`src/rtl/gpio_pkg.sv`:
```
// Shared constants for the GPIO interrupt block: register map, decode width,
// parameter bounds and the bus request payload.
package gpio_pkg;

  localparam int unsigned BUS_W       = 32;
  localparam int unsigned ADDR_LSB    = 2;
  localparam int unsigned ADDR_DEC_W  = 3;

  localparam logic [ADDR_DEC_W-1:0] REG_GPEN       = 3'd0;
  localparam logic [ADDR_DEC_W-1:0] REG_GPO        = 3'd1;
  localparam logic [ADDR_DEC_W-1:0] REG_GPI        = 3'd2;
  localparam logic [ADDR_DEC_W-1:0] REG_GPO_SET    = 3'd3;
  localparam logic [ADDR_DEC_W-1:0] REG_GPO_CLR    = 3'd4;
  localparam logic [ADDR_DEC_W-1:0] REG_RISE_EN    = 3'd5;
  localparam logic [ADDR_DEC_W-1:0] REG_FALL_EN    = 3'd6;
  localparam logic [ADDR_DEC_W-1:0] REG_IRQ_STATUS = 3'd7;

  localparam int unsigned GPIO_WIDTH_MIN      = 1;
  localparam int unsigned GPIO_WIDTH_MAX      = 32;
  localparam int unsigned SYNC_STAGES_MIN     = 2;
  localparam int unsigned SYNC_STAGES_MAX     = 4;
  localparam int unsigned DEBOUNCE_CYCLES_MIN = 2;
  localparam int unsigned DEBOUNCE_CYCLES_MAX = 65535;

  typedef struct packed {
    logic                  valid;
    logic                  we;
    logic [ADDR_DEC_W-1:0] sel;
    logic [BUS_W-1:0]      wdata;
  } bus_req_t;

  function automatic bit in_range(input int unsigned v, input int unsigned lo,
                                  input int unsigned hi);
    return (v >= lo) && (v <= hi);
  endfunction

endpackage

```
`src/rtl/gpio_in_cond.sv`:
```
// Per-pin input conditioning: synchroniser, optional debounce filter and edge
// detect. Debounce is built only when GPIO_DEBOUNCE_EN is defined.
module gpio_in_cond
  import gpio_pkg::*;
#(
  parameter int unsigned SYNC_STAGES = 2
`ifdef GPIO_DEBOUNCE_EN
  ,
  parameter int unsigned DEBOUNCE_CYCLES = 16
`endif
) (
  input  logic clk,
  input  logic reset,
  input  logic pin_i,
  output logic filt_o,
  output logic rise_c_o,
  output logic fall_c_o
);

  logic [SYNC_STAGES-1:0] sync_q, sync_d;
  logic                   prev_q, prev_d;
  logic                   filt;
  logic                   sync_out;

  always_comb begin
    sync_d = {sync_q[SYNC_STAGES-2:0], pin_i};
  end

  always_ff @(posedge clk or posedge reset) begin
    if (reset) sync_q <= '0;
    else       sync_q <= sync_d;
  end

  assign sync_out = sync_q[SYNC_STAGES-1];

`ifdef GPIO_DEBOUNCE_EN
  localparam int unsigned CNT_W = $clog2(DEBOUNCE_CYCLES + 1);

  logic [CNT_W-1:0] cnt_q, cnt_d;
  logic             filt_q, filt_d;

  // Count consecutive cycles of disagreement; any agreement restarts the count.
  always_comb begin
    cnt_d  = '0;
    filt_d = filt_q;
    if (sync_out != filt_q) begin
      if (cnt_q == CNT_W'(DEBOUNCE_CYCLES - 1)) begin
        filt_d = sync_out;
      end else begin
        cnt_d = cnt_q + CNT_W'(1);
      end
    end
  end

  always_ff @(posedge clk or posedge reset) begin
    if (reset) begin
      cnt_q  <= '0;
      filt_q <= 1'b0;
    end else begin
      cnt_q  <= cnt_d;
      filt_q <= filt_d;
    end
  end

  assign filt = filt_q;
`else
  assign filt = sync_out;
`endif

  always_comb begin
    prev_d = filt;
  end

  always_ff @(posedge clk or posedge reset) begin
    if (reset) prev_q <= 1'b0;
    else       prev_q <= prev_d;
  end

  assign filt_o   = filt;
  assign rise_c_o = filt & ~prev_q;
  assign fall_c_o = ~filt & prev_q;

endmodule

```
`src/rtl/gpio_irq.sv`:
```
// GPIO block with per-pin output enable/value, filtered inputs and edge
// interrupts. Define GPIO_DEBOUNCE_EN to add the per-pin debounce filter.
module gpio_irq
  import gpio_pkg::*;
#(
  parameter int unsigned GPIO_WIDTH      = 8,
  parameter int unsigned SYNC_STAGES     = 2,
  parameter int unsigned DEBOUNCE_CYCLES = 16
) (
  input  logic                  clk,
  input  logic                  reset,
  input  logic                  mem_valid,
  output logic                  mem_ready,
  input  logic [31:0]           addr,
  input  logic [31:0]           data,
  input  logic                  we,
  output logic [31:0]           q,
  input  logic [GPIO_WIDTH-1:0] gpi,
  output logic [GPIO_WIDTH-1:0] gpen,
  output logic [GPIO_WIDTH-1:0] gpo,
  output logic                  irq
);

  localparam bit PARAMS_OK =
      in_range(GPIO_WIDTH, GPIO_WIDTH_MIN, GPIO_WIDTH_MAX) &&
      in_range(SYNC_STAGES, SYNC_STAGES_MIN, SYNC_STAGES_MAX) &&
      in_range(DEBOUNCE_CYCLES, DEBOUNCE_CYCLES_MIN, DEBOUNCE_CYCLES_MAX);

  if (!PARAMS_OK) begin : g_bad_params
    $error("gpio_irq: parameter out of legal range");
  end

  bus_req_t              req;
  logic                  accept_c;
  logic                  wr_c;
  logic [GPIO_WIDTH-1:0] wdata;
  logic                  unused_bus_bits;

  logic                  mem_ready_q, mem_ready_d;
  logic [GPIO_WIDTH-1:0] gpen_q, gpen_d;
  logic [GPIO_WIDTH-1:0] gpo_q, gpo_d;
  logic [GPIO_WIDTH-1:0] rise_en_q, rise_en_d;
  logic [GPIO_WIDTH-1:0] fall_en_q, fall_en_d;
  logic [GPIO_WIDTH-1:0] status_q, status_d;
  logic                  irq_q, irq_d;

  logic [GPIO_WIDTH-1:0] filt;
  logic [GPIO_WIDTH-1:0] rise;
  logic [GPIO_WIDTH-1:0] fall;
  logic [GPIO_WIDTH-1:0] set_c;
  logic [GPIO_WIDTH-1:0] clr_c;
  logic [31:0]           rdata;

  for (genvar i = 0; i < GPIO_WIDTH; i++) begin : g_pin
    gpio_in_cond #(
      .SYNC_STAGES    (SYNC_STAGES)
`ifdef GPIO_DEBOUNCE_EN
      ,
      .DEBOUNCE_CYCLES(DEBOUNCE_CYCLES)
`endif
    ) u_cond (
      .clk     (clk),
      .reset   (reset),
      .pin_i   (gpi[i]),
      .filt_o  (filt[i]),
      .rise_c_o(rise[i]),
      .fall_c_o(fall[i])
    );
  end

  always_comb begin
    req.valid = mem_valid;
    req.we    = we;
    req.sel   = addr[ADDR_LSB +: ADDR_DEC_W];
    req.wdata = data;
  end

  assign unused_bus_bits = ^{addr[31:ADDR_LSB+ADDR_DEC_W], addr[ADDR_LSB-1:0], req.wdata};

  // An access is taken only while no completion pulse is outstanding.
  assign accept_c = req.valid & ~mem_ready_q;
  assign wr_c     = accept_c & req.we;
  assign wdata    = req.wdata[GPIO_WIDTH-1:0];
  assign set_c    = (rise & rise_en_q) | (fall & fall_en_q);

  always_comb begin
    mem_ready_d = accept_c;
    gpen_d      = gpen_q;
    gpo_d       = gpo_q;
    rise_en_d   = rise_en_q;
    fall_en_d   = fall_en_q;
    clr_c       = '0;
    if (wr_c) begin
      case (req.sel)
        REG_GPEN:       gpen_d    = wdata;
        REG_GPO:        gpo_d     = wdata;
        REG_GPO_SET:    gpo_d     = gpo_q | wdata;
        REG_GPO_CLR:    gpo_d     = gpo_q & ~wdata;
        REG_RISE_EN:    rise_en_d = wdata;
        REG_FALL_EN:    fall_en_d = wdata;
        REG_IRQ_STATUS: clr_c     = wdata;
        default:        ;
      endcase
    end
    // A new edge wins over a same-cycle clear.
    status_d = (status_q & ~clr_c) | set_c;
    irq_d    = |status_q;
  end

  always_ff @(posedge clk or posedge reset) begin
    if (reset) begin
      mem_ready_q <= 1'b0;
      gpen_q      <= '0;
      gpo_q       <= '0;
      rise_en_q   <= '0;
      fall_en_q   <= '0;
      status_q    <= '0;
      irq_q       <= 1'b0;
    end else begin
      mem_ready_q <= mem_ready_d;
      gpen_q      <= gpen_d;
      gpo_q       <= gpo_d;
      rise_en_q   <= rise_en_d;
      fall_en_q   <= fall_en_d;
      status_q    <= status_d;
      irq_q       <= irq_d;
    end
  end

  // Read data is combinational and zero whenever no access is presented.
  always_comb begin
    rdata = '0;
    if (req.valid) begin
      case (req.sel)
        REG_GPEN:       rdata = 32'(gpen_q);
        REG_GPO:        rdata = 32'(gpo_q);
        REG_GPI:        rdata = 32'(filt);
        REG_RISE_EN:    rdata = 32'(rise_en_q);
        REG_FALL_EN:    rdata = 32'(fall_en_q);
        REG_IRQ_STATUS: rdata = 32'(status_q);
        default:        rdata = '0;
      endcase
    end
  end

  assign q         = rdata;
  assign mem_ready = mem_ready_q;
  assign gpen      = gpen_q;
  assign gpo       = gpo_q;
  assign irq       = irq_q;

endmodule
```
`config.mk`:
```
export PLATFORM = sky130hd
export DESIGN_NAME = gpio_irq
export DESIGN_NICKNAME = d
export VERILOG_FILES = /design/src/rtl/gpio_pkg.sv /design/src/rtl/gpio_in_cond.sv /design/src/rtl/gpio_irq.sv
export SDC_FILE = /design/constraint.sdc
export NUM_CORES = 1
export LEC_CHECK = 0
export CORE_ASPECT_RATIO = 0.9
export CORE_MARGIN = 2
export CORE_UTILIZATION = 48
export CTS_BUF_LIST = sky130_fd_sc_hd__clkbuf_2
export DETAILED_ROUTE_END_ITERATION = 16
export PLACE_DENSITY = 0.89
export SYNTH_ARGS = -nofsm -noshare
export SYNTH_HDL_FRONTEND = slang
export SYNTH_SLANG_ARGS = --single-unit
```
`constraint.sdc`:
```
create_clock -name clk -period 3.75 [get_ports clk]
set_input_delay 0.375 -clock clk [delete_from_list [all_inputs] [get_ports clk]]
set_output_delay 0.375 -clock clk [all_outputs]
set_load 0.02 [all_outputs]
```
* Word level (Yosys, flattened, before mapping) *
Cells that the tools add are included.

storage, ports and cells
  ROM bits = 0
  input port bits = 76
  bits in writable memories = 0
  memories kept = 0
  register bits = 66
  bits in latches = 0

cells by class
  $lt $le $gt $ge = 0
  bitwise operators = 44
  add/subtract/negate cells = 0
  reductions and logical operators = 7
  muxes and demuxes = 5
  shift-type cells = 0
  eq/ne operators = 7
  multiply operators = 0
  divide/modulo/power cells = 0

operators with widths
  kind                                            count
  case mux 8 bit (6 select lines)                 1
  AND 8 bit                                       4
  two-way mux 8 bit                               3
  bitwise OR 8 bit                                3
  case mux 8 bit (3 select lines)                 1
  AND 1 bit                                       18
  inverter 1 bit                                  17
  inverter 8 bit                                  2
  == test 3 bit (second input constant)           4
  AND reduction 2 bit                             4
  OR reduction 8 bit                              1
  == test 3 x 2 -> 1 bit (second input constant)  2
  == test 3 x 1 -> 1 bit (second input constant)  1
  logical NOT 3 bit                               1
  nonzero test 3 bit                              1

* Logic depth before layout (Yosys ltp) *
  depth in word-level cells = 7
  mapped depth = 6

* Hierarchy *
Synthesis repeated with hierarchy kept, for this count alone.

second synthesis, totals
  cells, all modules = 279
  area total of the unflattened synthesis = 3283.1 sq um

modules (own cells, without submodules)
  module        area each (sq um)  cells each  instances  seq. area each (sq um)
  gpio_irq      2532.4             231         1          1051.0
  gpio_in_cond  93.8               6           8          75.1

* Worst setup path after synthesis *
No wires, ideal clock.

  path kind = input to output
  start point = input port addr[4]
  end point = output port q[1]
  path slack = 1.742 ns
  cell stages on the path = 5
  arrival = 1.633 ns
  cells stage by stage = buf_2 buf_4 nor2_1 a221oi_1 a211oi_1

between the ends
  longest elaborated chain between the ends = 3
  elaborated cells between the ends (all ways) = 8

RTL lines
  what                                         RTL line         source
  start, declared                              gpio_irq.sv:14   input logic [31:0] addr,
  == test 3 bit, or another cell as far along  gpio_irq.sv:134  case (req.sel)
  case mux 8 bit (6 select lines) (*)          gpio_irq.sv:134
  two-way mux 8 bit (*)                        gpio_irq.sv:133  if (req.valid) begin
  end, declared                                gpio_irq.sv:17   output logic [31:0] q,

Mark *: on every way between the ends. The rest lies on a longest branch, timed or not.

* Worst setup path after layout *
  start point = input port addr[4]
  end point = output port q[4]

The elaborated chain is that of the path after synthesis.

==> reports/qor.txt <==
==========================================================================================
Outcome                                                                       finished clean
Share of final-layout standard cells stronger than drive strength 1                  14.3%
RSZ-0062 raised after global routing                                                    no
Total count of hold-check failures in the final report                                   0
Gr ovfl total                                                                            0
Insertion delay to the later sink of the worst-skew pair                           0.48 ns
Number of pins with negative max-slew slack in the final report                          0
Vias                                                                                 2,383
Post-layout utilization of the core                                                  59.6%
Routability Congestion                                                               0.865
Clk Tree Root Cell                                                            sky130_fd_sc_hd__clkbuf_2
Synthesized flop and latch total                                                        66
TNS Setup                                                                             0 ns
Placed wire-length estimate after detailed placement                               4820 um
Number of maximum-capacitance violations                                                 0
GRT Total Usage                                                                      21.8%
Clock edge transition at the registers on the reported setup and hold paths        0.17 ns
Number of violations reported at the end of detailed-routing iteration 0               245
Setup violators final                                                                    0
Synth top area cells                                                          sky130_fd_sc_hd__dfrtp_1, sky130_fd_sc_hd__mux2_2, sky130_fd_sc_hd__buf_4, sky130_fd_sc_hd__a211oi_1, sky130_fd_sc_hd__a21oi_1
Area of the multi-input gates                                                   1230 sq um
Number of global-route vias before repair                                            2,322
Number of clock buffers inserted by TritonCTS                                            9
Area growth from synthesis to layout                                                 19.8%
Arr. time, crit path                                                               2.77 ns
Cell leakage power                                                                 1.55 nW
H-tree Lvls                                                                              3
Most used flip-flop cell after synthesis                                      sky130_fd_sc_hd__dfrtp_1
Post-synth top area share                                                            54.0%
Top Ports                                                                              126
Kind of end point of the critical path                                        primary output
Largest clock skew in the final design                                           0.0187 ns
CTS tree                                                                               yes
Initial antenna violation count                                                          0
Floorplan row count                                                                     27
Slew margin rel.                                                                     31.2%
Post-route clock period utilization                                                  83.9%
Die Y-Extent                                                                       79.7 um
Count of warnings emitted by yosys                                                       0
Core area                                                                       6150 sq um
Portion of the post-synthesis area used by sequential elements                       54.0%
Inserted Diodes                                                                          0
Share of synthesized flip-flops with an asynchronous set or reset                     100%
Die width                                                                          88.2 um
Kind of critical path                                                               in2out
Maximum number of pins on one net before global-route repair                            52
Area of the die                                                                 7030 sq um
Post-cts gate resize count                                                               0
DRC errors left                                                                          0
# port buffers                                                                          48
Cell count after synthesis                                                             267
Unique cell type count in the Yosys netlist                                             35
Fin nets                                                                               394
Clock Tree Buf Depth                                                                     2
Leading cell type by number of instances after synthesis                      sky130_fd_sc_hd__dfrtp_1
Min-Delay Path Class                                                                in2reg
Data required time of the critical path                                            3.38 ns
Library cell with the largest summed area after synthesis                     sky130_fd_sc_hd__dfrtp_1
Area of all sequential standard cells                                           1650 sq um
Slew at the pin with the worst max-slew slack                                      1.03 ns
Power per Cell Area                                                            450 nW/um^2
Initial Utilization                                                                  49.8%
R2r worst-path depth                                                                     3
Pre-Repair DR Iteration Count                                                            5
Post-detailed-route wirelength per cell                                            17.4 um
Global-route wire length before repair                                           11,400 um
Worst Hold Path Cells                                                                    1
Post-synthesis cell area                                                        3060 sq um
Ranking of synthesized cells by instance count                                sky130_fd_sc_hd__dfrtp_1, sky130_fd_sc_hd__buf_4, sky130_fd_sc_hd__mux2_2, sky130_fd_sc_hd__nand2_1, sky130_fd_sc_hd__a21oi_1
Post-route ant nets                                                                      0
Post-layout minimum cycle time                                                     3.15 ns
Number of synthesized flops with an enable pin                                           0
Kind of start point of the critical path                                        input port
Setup Fix Bufs, Post-CTS                                                                 0
Maximum clock rate                                                               0.318 GHz
Synthesized area per cell                                                       11.5 sq um
Number of clock sinks                                                                   66
Detailed-route vias per instance                                                      5.84
Worst voltage drop across the vdd grid                                          0.000250 V
Post-CTS Hold Fix Bufs                                                                   0
Fill cell total of the finished layout                                                 528
Total Wirelength                                                                   7090 um
Worst-path maximum fanout                                                               17
==========================================================================================
[flip-flops by register name, summed over array words and instances (netlist names)]
signal and flops:
gpen 8, g_pin.u_cond.sync_q 16, irq 1, g_pin.u_cond.prev_q 8, fall_en_q 8, gpo 8, status_q 8, mem_ready 1
rise_en_q 8
[layout make-up]
type | count | area share (%)
Tap cell | 87 | 2.97
Timing Repair Buffer | 55 | 14.9
Sequential cell | 66 | 45.1
Clock buffer | 10 | 1.37
Inverter | 2 | 0.205
Clock inverter | 4 | 1.88
Multi-Input combinational cell | 184 | 33.6
[worst paths after layout]
path,from,endpoint,slack [ns]
worst max-delay path,addr[4],q[4],0.60
worst min-delay path,gpi[7],g_pin[7].u_cond.sync_q[0],0.30
worst max register to register,mem_ready,rise_en_q[0],1.84
worst min register to register,g_pin[0].u_cond.sync_q[0],g_pin[0].u_cond.sync_q[1],0.37
max in group asynchronous,reset,rise_en_q[3],2.51
min in group asynchronous,reset,g_pin[6].u_cond.sync_q[0],0.43
[where the power goes]
part	internal, mW	switching, mW
clock network	0.214	0.232
registers	0.799	0.0734
logic	0.161	0.172
total	1.17	0.477
[through the flow]
stage	std cells	worst slack, ns	hold WS (ns)	power (mW)	area [sq um]
after floorplan	290	1.72	0.331	1.09	3150
after CTS	408	0.629	0.264	1.67	3660
final	408	0.603	0.299	1.65	3660
after detailed placement	394	0.658	0.337	1.22	3550
after global routing	408	0.530	0.246	1.73	3660
after global placement	394	0.719	0.332	1.20	3550
[per-layer routing]
metal  track usage [%]  vias up  wire (um)
met4              6.82        0        114
li1                  -     1028          -
met1              29.9     1178       2840
met2              33.3      160       3280
met5                 0        -          0
met3              6.72       17        865
[critical path: stages]
cell and delay (ns):
sky130_fd_sc_hd__clkdlybuf4s50_1 0.74, sky130_fd_sc_hd__buf_4 0.33, sky130_fd_sc_hd__nand2_1 0.15, sky130_fd_sc_hd__nor2_1 0.21
sky130_fd_sc_hd__a32oi_1 0.09, sky130_fd_sc_hd__a31oi_1 0.23, sky130_fd_sc_hd__clkdlybuf4s50_1 0.65
[cell usage in the layout, fill, tap and decap left out, types with 10 or more instances in the layout]
cell type,n
sky130_fd_sc_hd__dfrtp_1,66
sky130_fd_sc_hd__mux2_2,21
sky130_fd_sc_hd__a211oi_1,14
sky130_fd_sc_hd__clkbuf_2,10
sky130_fd_sc_hd__clkdlybuf4s50_1,48
sky130_fd_sc_hd__a21oi_1,18
sky130_fd_sc_hd__conb_1,24
sky130_fd_sc_hd__nand2_1,21
sky130_fd_sc_hd__nand3b_1,10
sky130_fd_sc_hd__nand3_1,10
[cells by family after synthesis]
kind of cell | share of synthesized area (%)
muxes | 12.3
buffers and inverters | 8.55
and+or+nand+nor | 11.6
DFF | 54.0
other | 0.123
AOI/OAI and AO/OA | 13.4
No activity file was read; power rests on OpenSTA's default activity.
